--- config.mk ---
export PLATFORM = sky130hd
export DESIGN_NAME = debounce_pulse
export DESIGN_NICKNAME = d
export VERILOG_FILES = /design/src/rtl/debounce_pulse.sv
export SDC_FILE = /design/constraint.sdc
export NUM_CORES = 1
export LEC_CHECK = 0
export ABC_AREA = 1
export CORE_ASPECT_RATIO = 1.1
export CORE_MARGIN = 5
export CORE_UTILIZATION = 61
export DETAILED_ROUTE_END_ITERATION = 8
export PLACE_DENSITY = 0.79
export RECOVER_POWER = 50
export SYNTH_ARGS = -nofsm -noshare
export SYNTH_HDL_FRONTEND = slang
export SYNTH_SLANG_ARGS = --single-unit
--- constraint.sdc ---
create_clock -name clk_i -period 2.1 [get_ports clk_i]
set_clock_uncertainty 0.1 [all_clocks]
set_input_delay 0.21 -clock clk_i [delete_from_list [all_inputs] [get_ports clk_i]]
set_output_delay 0.21 -clock clk_i [all_outputs]
set_load 0.03 [all_outputs]
--- src/rtl/debounce_pulse.sv ---
// Push-button conditioner: two-flop synchroniser, debounce FSM, registered level plus press/release strobes.
// Optional auto-repeat of press strobes while held: define DEBOUNCE_PULSE_AUTO_REPEAT_EN.
module debounce_pulse #(
  parameter int unsigned SYSTEM_CLOCK  = 50000000,
  parameter int unsigned DEBOUNCE_TIME = SYSTEM_CLOCK / 100,
  parameter int unsigned IN_ACTIVE_LOW = 1,
  parameter int unsigned REPEAT_DELAY  = SYSTEM_CLOCK / 2,
  parameter int unsigned REPEAT_PERIOD = SYSTEM_CLOCK / 10
) (
  input  logic clk_i,
  input  logic reset_n_i,
  input  logic in_i,
  output logic level_o,
  output logic press_o,
  output logic release_o
);

  localparam int unsigned MAX_A   = (DEBOUNCE_TIME > REPEAT_DELAY) ? DEBOUNCE_TIME : REPEAT_DELAY;
  localparam int unsigned MAX_CNT = (MAX_A > REPEAT_PERIOD) ? MAX_A : REPEAT_PERIOD;
  localparam int unsigned CNT_W   = (MAX_CNT > 1) ? $clog2(MAX_CNT) : 1;
  localparam logic        INACT   = (IN_ACTIVE_LOW != 0) ? 1'b1 : 1'b0;

  localparam logic [CNT_W-1:0] DEB_LOAD = CNT_W'(DEBOUNCE_TIME - 1);

  typedef enum logic [1:0] {
    IDLE,
    PRESS_WAIT,
    PRESSED,
    RELEASE_WAIT
  } state_t;

  state_t           state, state_next;
  logic [CNT_W-1:0] cnt, cnt_next;
  logic             s1, s2;
  logic             act;
  logic             level_next, press_next, release_next;

  assign act = s2 ^ INACT;

  // Synchroniser, state register and registered outputs
  always_ff @(posedge clk_i) begin
    if (!reset_n_i) begin
      s1        <= INACT;
      s2        <= INACT;
      state     <= IDLE;
      cnt       <= '0;
      level_o   <= 1'b0;
      press_o   <= 1'b0;
      release_o <= 1'b0;
    end else begin
      s1        <= in_i;
      s2        <= s1;
      state     <= state_next;
      cnt       <= cnt_next;
      level_o   <= level_next;
      press_o   <= press_next;
      release_o <= release_next;
    end
  end

  // Next-state, counter and strobe decisions, all driven by act
  always_comb begin
    state_next   = state;
    cnt_next     = cnt;
    press_next   = 1'b0;
    release_next = 1'b0;
    case (state)
      IDLE: begin
        if (act) begin
          state_next = PRESS_WAIT;
          cnt_next   = DEB_LOAD;
        end
      end
      PRESS_WAIT: begin
        if (!act) begin
          state_next = IDLE;
        end else if (cnt != '0) begin
          cnt_next = cnt - CNT_W'(1);
        end else begin
          state_next = PRESSED;
          press_next = 1'b1;
`ifdef DEBOUNCE_PULSE_AUTO_REPEAT_EN
          cnt_next   = CNT_W'(REPEAT_DELAY - 1);
`endif
        end
      end
      PRESSED: begin
        if (!act) begin
          state_next = RELEASE_WAIT;
          cnt_next   = DEB_LOAD;
        end else begin
`ifdef DEBOUNCE_PULSE_AUTO_REPEAT_EN
          if (cnt != '0) begin
            cnt_next = cnt - CNT_W'(1);
          end else begin
            press_next = 1'b1;
            cnt_next   = CNT_W'(REPEAT_PERIOD - 1);
          end
`else
          cnt_next = cnt;
`endif
        end
      end
      RELEASE_WAIT: begin
        if (act) begin
          state_next = PRESSED;
`ifdef DEBOUNCE_PULSE_AUTO_REPEAT_EN
          cnt_next   = CNT_W'(REPEAT_DELAY - 1);
`endif
        end else if (cnt != '0) begin
          cnt_next = cnt - CNT_W'(1);
        end else begin
          state_next   = IDLE;
          release_next = 1'b1;
        end
      end
      default: begin
        state_next = IDLE;
        cnt_next   = '0;
      end
    endcase
    level_next = (state_next == PRESSED) || (state_next == RELEASE_WAIT);
  end

endmodule

[Yosys cells after proc, flatten, opt, wreduce, memory -nomap -nowiden]
Index checks and enable logic that the tools add are counted.
Word-level totals
  output and inout port bits: 3
  flip-flop bits (word level): 32
  input bits: 3
Cells by class
  mux-type cells: 14
  reductions and logical operators: 6
  add/subtract/negate cells: 1
  eq/ne operators: 9
  bitwise gates (word level): 2
Operator list (count)
  2-to-1 mux 25 bit: 5
  one-hot mux 25 bit (4 select lines): 1
  nonzero test 25 bit: 1
  subtractor 25 x 1 -> 25 bit, second input constant: 1
  2-to-1 mux 2 bit: 6
  equality test 2 bit, second input constant: 4
  inequality test 2 bit, second input constant: 4
  one-hot mux 2 bit (4 select lines): 1
  AND reduction 4 bit: 1
  AND reduction 3 bit: 1
  OR reduction 3 bit: 1
  equality test 2 x 1 -> 1 bit, second input constant: 1
  zero test 2 bit: 1
  inverter 1 bit: 2
  logical OR 1 bit: 1
  2-to-1 mux 1 bit: 1

[Logic depth before layout (Yosys ltp)]
Gate-level depths: netlist (run 1).
  depth in word-level cells: 6
  depth in mapped cells: 13
  gate-level depth less buffers: 13

[Least setup slack after synthesis (run 1)]
OpenSTA, ideal clock, no wires.
  path type: register -> register
  from: reg cnt[0]
  to: reg cnt[3]
  setup time: 0.143 ns
  clock period less this slack: 1.699 ns
  slack: 0.401 ns
  data arrival time: 1.455 ns
  cell stages (with the launch flop): 13
  required time: 1.857 ns
  path through: dfxtp_1 -> inv_1 -> ha_1 -> nand2_2 -> inv_2 -> nand2_2 -> nor2_4 -> nand2_2 -> nand2_2 -> nand2_4 -> buf_2 -> nand2_1 -> a21oi_2
Between the ends
  cells in the longest elaborated chain, start to end: 4
  elaborated cells between the ends (all ways): 6
  classes of those cells: add/sub: 1; mux: 4; reduce/logical: 1
Ends and longest elaborated chain
  from (decl): line 33  | logic [CNT_W-1:0] cnt, cnt_next;
  from (signal assigned): line 54  | cnt <= cnt_next;
  subtractor 25 x 1 -> 25 bit / nonzero test 25 bit (equally long branches)
  2-to-1 mux 25 bit *: line 77, 110
  2-to-1 mux 25 bit (on tied branches): line 105, 75
  one-hot mux 25 bit (4 select lines) *: line 67  | case (state)
Mark *: on every way between the ends. The rest lies on a longest branch, timed or not. The select of a mux whose other input is x is not followed.
A chain may end at the register's enable or synchronous reset.

[Final worst setup path (run 1)]
  from: reg cnt[0]
  to: reg cnt[21]
Same word-level chain as after synthesis.

==> results.cfg, run 1 <==
[sta]
min_period_ps = 1890
hold_viol_final = 0
worst_slack_ps = 208
relSlewSlack = 0.708
post-route-period-util = 0.901
worst_slew_pin_slew_ps = 436
finalMaxSlewViolations = 0
hold_ws_ps = 338
rsz0062_at_grt = false
setup_tns_ps = 0
setup_viol = 0
fmax_mhz = 529

[power]
ir_drop_mv = 0.457
swShare = 0.384
p_sw_mw = 0.575
combPwrFrac = 0.340
clkPwrFrac = 0.224
pwr_density_cell_nw_per_um2 = 711
p_int_mw = 0.922
power_mw = 1.50
p_leak_nw = 0.902
p_seq_frac = 0.436

[grt]
antenna_found_initial = 0
track_usage = 0.214
grt_pass1_vias = 1719
overflow = 0
grt_max_degree = 25
grt_pass1_wl_um = 7680

[critical_path]
timing.rr.end = cnt[21]
worstSetupStartpointType = flip-flop
end_kind = flip-flop
critPathRequiredTime_ps = 2230
cp.arrival_ps = 2020
rr_startpoint = cnt[0]
r2r_cells = 11
startpoint = cnt[0]
endpoint = cnt[21]
r2r_setup_slack_ps = 210
path_class = flip-flop to flip-flop
cp_max_fo = 24

[finish]
drive_gt1_frac = 0.191
fin_util = 0.679
nFillCells = 290
n_antenna_cell = 0
syn_to_final_growth_pct = 5.19
fin_nets = 322
finalInstanceArea_um2 = 2110
stdcell_count = 353

[drt]
vias = 1877
drt_pass1_iterations = 4
drc_errors = 0
drt_wl_total_um = 4380
first_iter_violations = 167
avgRoutedWirePerCell_um = 12.4
viasPerCell = 5.32
antenna_left = 0

[run_status]
status = finished clean

[clock_network]
cts_resized = 0
insertion_delay_ps = 340
clock_path_buffers = 2
htreeDepth = 2
cts-root-buf = clkbuf_4
cts_setup_buffers = 0
cts_tree = yes
hold_buffers = 0
cts.clk_slew.worst_paths_ps = 90
cts_buffers = 5
cts.sinks = 31

[die]
core-area_um2 = 3100
die-height_um = 70.1
start_util = 0.646
num_rows = 21
die_w_um = 64.6
fp.dieArea_um2 = 4530
io-pin-count = 6

[synth]
ys_ff_latch = 31
yosysWarnings = 0
synth.yosys.seq_area_share = 0.310
synth_fp_nets = 314
synth.distinct_cells = 28
netlist_area_um2 = 2000
avgSynthCellArea_um2 = 6.46
netlist_instances = 310

[min_path]
hp-class = flip-flop to flip-flop

[place]
routabilityCongestion = 0.852
dp.cells = 345
hpwl_um = 3140
pre_cts_ws_ps = 206
dpl_cell_area_um2 = 2050
numPortBuffers = 5

[flow_run]
cap_violations = 0
## synthesized netlist by cell type
library cell / n / area share
or2_0: 1 / 0.0031
a31oi_1: 1 / 0.0031
or2_2: 7 / 0.022
nand2_2: 15 / 0.047
a21oi_2: 17 / 0.074
buf_2: 2 / 0.0050
a21oi_1: 4 / 0.010
buf_1: 1 / 0.0019
ha_1: 1 / 0.0062
nor3_1: 2 / 0.0050
nor2_1: 57 / 0.11
nand2_4: 2 / 0.011
inv_1: 25 / 0.047
inv_2: 2 / 0.0038
nor2_4: 1 / 0.0056
buf_6: 1 / 0.0056
nor2_2: 9 / 0.028
dfxtp_1: 31 / 0.31
xor2_1: 2 / 0.0088
o21ai_0: 3 / 0.0075
nand3b_1: 1 / 0.0038
nand3_1: 25 / 0.063
a211oi_1: 1 / 0.0038
nand2_1: 85 / 0.16
nand4_1: 7 / 0.022
buf_12: 2 / 0.020
xnor2_1: 3 / 0.013
clkbuf_1: 2 / 0.0038
## worst max-delay path, stage by stage (launching register included)
cell	delay [ps]
dfxtp_1	320
inv_1	100
ha_1	270
nand2_2	110
nor2_1	150
nand2_1	60
nor2_1	160
nand2_2	110
nand2_8	180
nor2_1	80
nor2_1	90
nor2_1	40
## layer usage
| metal | share of wire | track usage | vias up |
|---|---|---|---|
| met4 | 0.018 | 0.0869 | 0 |
| li1 | - | - | 988 |
| met2 | 0.48 | 0.365 | 35 |
| met1 | 0.46 | 0.266 | 847 |
| met5 | 0 | 0 | - |
| met3 | 0.041 | 0.0337 | 7 |
## cells by family (layout without fill, tap and decap cells)
kind of cell / Yosys count / count (layout) / synth area share
DFF: 31 / 31 / 0.310
xor gates and xnor gates: 5 / 5 / 0.0219
AOI/OAI and AO/OA: 26 / 26 / 0.0988
and+or+nand+nor: 212 / 212 / 0.476
buffers and inverters: 35 / 44 / 0.0869
adders and majority gates: 1 / 1 / 0.00625
## placed cells by master (no fill, tap or decap), types with 2 or more instances in the layout
master / Yosys / routed
inv_2: 2 / 2
xor2_1: 2 / 2
buf_4: 0 / 4
nand4_1: 7 / 7
nor2_2: 9 / 7
o21ai_0: 3 / 3
a21oi_2: 17 / 17
a21oi_1: 4 / 4
xnor2_1: 3 / 3
nand3_1: 25 / 25
dlygate4sd3_1: 0 / 4
nand2_2: 15 / 15
clkbuf_4: 0 / 5
or2_2: 7 / 7
nor2_1: 57 / 59
dfxtp_1: 31 / 31
clkbuf_1: 2 / 2
nor3_1: 2 / 2
nand2_1: 85 / 85
inv_1: 25 / 25
## how the worst min path moves through the flow
stage                     slack, ps  from  cells after the start  endpoint
after floorplan                 220  in_i                      1        s1
after global placement          310    s1                      1        s2
after detailed placement        310    s1                      1        s2
after CTS                       340  in_i                      2        s1
after global routing            340  in_i                      2        s1
final                           340    s1                      1        s2
## flip-flops by register name, summed over array words and instances (netlist names)
register / cells
release_o: 1
cnt: 25
press_o: 1
state: 2
s1: 1
s2: 1
## power groups by stage
| stage | Combinational [mW] | Clock [mW] | Sequential, mW |
|---|---|---|---|
| final | 0.508 | 0.336 | 0.653 |
| after global routing | 0.574 | 0.369 | 0.658 |
| after CTS | 0.507 | 0.344 | 0.653 |
| after detailed placement | 0.505 | 0 | 0.666 |
| after global placement | 0.497 | 0 | 0.666 |
| after floorplan | 0.431 | 0 | 0.657 |
## layout make-up
class	instances	area, um2	area share
multi-input cells	244	1210	0.575
flip-flops and latches	31	621	0.295
inverters	27	101	0.0481
repair buffers	9	80.1	0.0380
clock buffers	7	45.0	0.0214
well taps	34	42.5	0.0202
clock inverters	1	5.00	0.00238
Note: power is estimated with default switching activity, not from simulation.
==> run 2, diff against run 1 <==
--- a/config.mk
+++ b/config.mk
@@ -8,9 +8,9 @@
 export ABC_AREA = 1
 export CORE_ASPECT_RATIO = 1.1
 export CORE_MARGIN = 5
-export CORE_UTILIZATION = 61
+export CORE_UTILIZATION = 60
 export DETAILED_ROUTE_END_ITERATION = 8
-export PLACE_DENSITY = 0.79
+export PLACE_DENSITY = 0.78
 export RECOVER_POWER = 50
 export SYNTH_ARGS = -nofsm -noshare
 export SYNTH_HDL_FRONTEND = slang
==> run 2 against run 1 <==
  * First-iteration DRC count shrank 28%
  * Wire length fell by 0.57%
  * Worst setup slack gained 20 ps
  * Final area rose by 2.9%
  * Clock-buffer cell count is 1 lower
  * Fmax grew 1.1%
  * Critical path depth grew 1
  * Sequential power about the same
==> results.cfg, run 2 (synthesis results as in run 1) <==
[run_status]
status = finished clean

[place]
dpl_cell_area_um2 = 2080
routabilityCongestion = 0.889
hpwl_um = 3110
numPortBuffers = 5
pre_cts_ws_ps = 152

[flow_run]
cap_violations = 0

[clock_network]
insertion_delay_ps = 340
cts_setup_buffers = 0
cts.sinks = 31
clock_path_buffers = 2
cts_tree = yes
cts.clk_slew.worst_paths_ps = 110
cts-root-buf = clkbuf_4
htreeDepth = 2
hold_buffers = 0
cts_resized = 0
cts_buffers = 5

[grt]
overflow = 0
antenna_found_initial = 0
grt_pass1_wl_um = 7810
grt_max_degree = 25
track_usage = 0.215
grt_pass1_vias = 1769

[critical_path]
timing.rr.end = cnt[21]
end_kind = flip-flop
r2r_cells = 12
critPathRequiredTime_ps = 2280
crit_buf_inv = 2
r2r_setup_slack_ps = 230
cp_cell_sequence = inv_1, ha_2, nand2_2, inv_2, nand2_2, nor2_4, nand2_2, nand2_2, nand2_4, nor2_1, nor2_1, nor2_1
cp_max_fo = 23
cpMaxStageDelayCell = dfxtp_1
path_class = flip-flop to flip-flop
cp.arrival_ps = 2050
cpMostUsedCell = nand2_2
cpPeakStageDelay_ps = 320
path_delay_family = simple AND/OR/NAND/NOR gates
worstSetupStartpointType = flip-flop
rr_startpoint = cnt[0]

[finish]
top_register = cnt
n_antenna_cell = 0
fin_nets = 322
syn_to_final_growth_pct = 8.19
final_common_cell = nand2_1
drive_gt1_frac = 0.194
largest_reg_flops = 25
finalInstanceArea_um2 = 2170
layout.cells.most_common_list = nand2_1, nor2_1, dfxtp_1
reg_top3 = cnt (25), state (2)

[sta]
finalMaxSlewViolations = 0
min_period_ps = 1870
worst_slack_ps = 228
rsz0062_at_grt = false
setup_tns_ps = 0
post-route-period-util = 0.891
fmax_mhz = 534
setup_viol = 0
relSlewSlack = 0.716
worst_slew_pin_slew_ps = 425
hold_viol_final = 0

[power]
combPwrFrac = 0.307
p_int_mw = 1.08
p_leak_nw = 0.927
swShare = 0.353
clkPwrFrac = 0.300
p_seq_frac = 0.393
p_sw_mw = 0.590
pwr_density_cell_nw_per_um2 = 770
ir_drop_mv = 0.479

[drt]
vias = 1881
antenna_left = 0
drt_pass1_iterations = 4
first_iter_violations = 121
viasPerCell = 5.30
drc_errors = 0
drt_wl_total_um = 4350
avgRoutedWirePerCell_um = 12.3

[min_path]
worstHoldStart = s1
holdPathStages = 1
hp-class = flip-flop to flip-flop
hold_end = s2

[die]
io-pin-count = 6
core-area_um2 = 3280
fp.dieArea_um2 = 4590
die_w_um = 65.1
die-height_um = 70.6
start_util = 0.611
num_rows = 22
-- run 2: cell count changes in the layout (fill, tap and decap cells not counted), moves of 2 or more --
cell / before / now
buf_4: 4 / 2
buf_12: 0 / 2
nand2_2: 15 / 13
clkbuf_1: 2 / 0
nand2_1: 85 / 87
-- run 2: area by class of cell --
cell class | count | area [um2]
Clock buffer | 6 | 51.3
Clock inverter | 2 | 35.0
Fill cell | 306 | 1110
Inverter | 27 | 101
Multi-Input combinational cell | 244 | 1210
Sequential cell | 31 | 621
Tap cell | 36 | 45.0
Timing Repair Buffer | 9 | 105
-- run 2: routing by layer --
| metal | part of all wire | track usage | wire [um] |
|---|---|---|---|
| met1 | 0.47 | 0.272 | 2030 |
| met4 | 0.021 | 0.0899 | 90 |
| met3 | 0.045 | 0.0460 | 197 |
| met5 | 0 | 0 | 0 |
| met2 | 0.47 | 0.352 | 2030 |
-- run 2: through the flow --
step / power, mW / instances / utilization / hold WS [ps]
2_1_floorplan: 1.09 / 310 / - / 217
3_3_place_gp: 1.16 / 347 / 0.635 / 300
3_5_place_dp: 1.17 / 347 / 0.635 / 298
4_1_cts: 1.68 / 355 / 0.661 / 313
5_1_grt: 1.79 / 355 / 0.661 / 323
6_report: 1.67 / 355 / 0.661 / 324
-- run 2: power by group through the flow --
| stage | Sequential, mW | Clock (mW) | Combinational, mW |
|---|---|---|---|
| final | 0.655 | 0.501 | 0.512 |
| after CTS | 0.655 | 0.513 | 0.510 |
| after global placement | 0.667 | 0 | 0.496 |
| after global routing | 0.660 | 0.542 | 0.589 |
| after floorplan | 0.657 | 0 | 0.431 |
| after detailed placement | 0.668 | 0 | 0.503 |
-- run 2: worst max-delay path by stage --
| stage | depth (start not counted) | to | slack (ps) | from |
|---|---|---|---|---|
| detailed placement | 11 | cnt[21] | 150 | cnt[0] |
| global placement | 11 | cnt[21] | 240 | cnt[0] |
| finish | 12 | cnt[21] | 230 | cnt[0] |
| CTS | 11 | cnt[21] | 130 | cnt[0] |
| global route | 11 | cnt[21] | 30 | cnt[0] |
| floorplan | 12 | cnt[3] | 400 | cnt[0] |
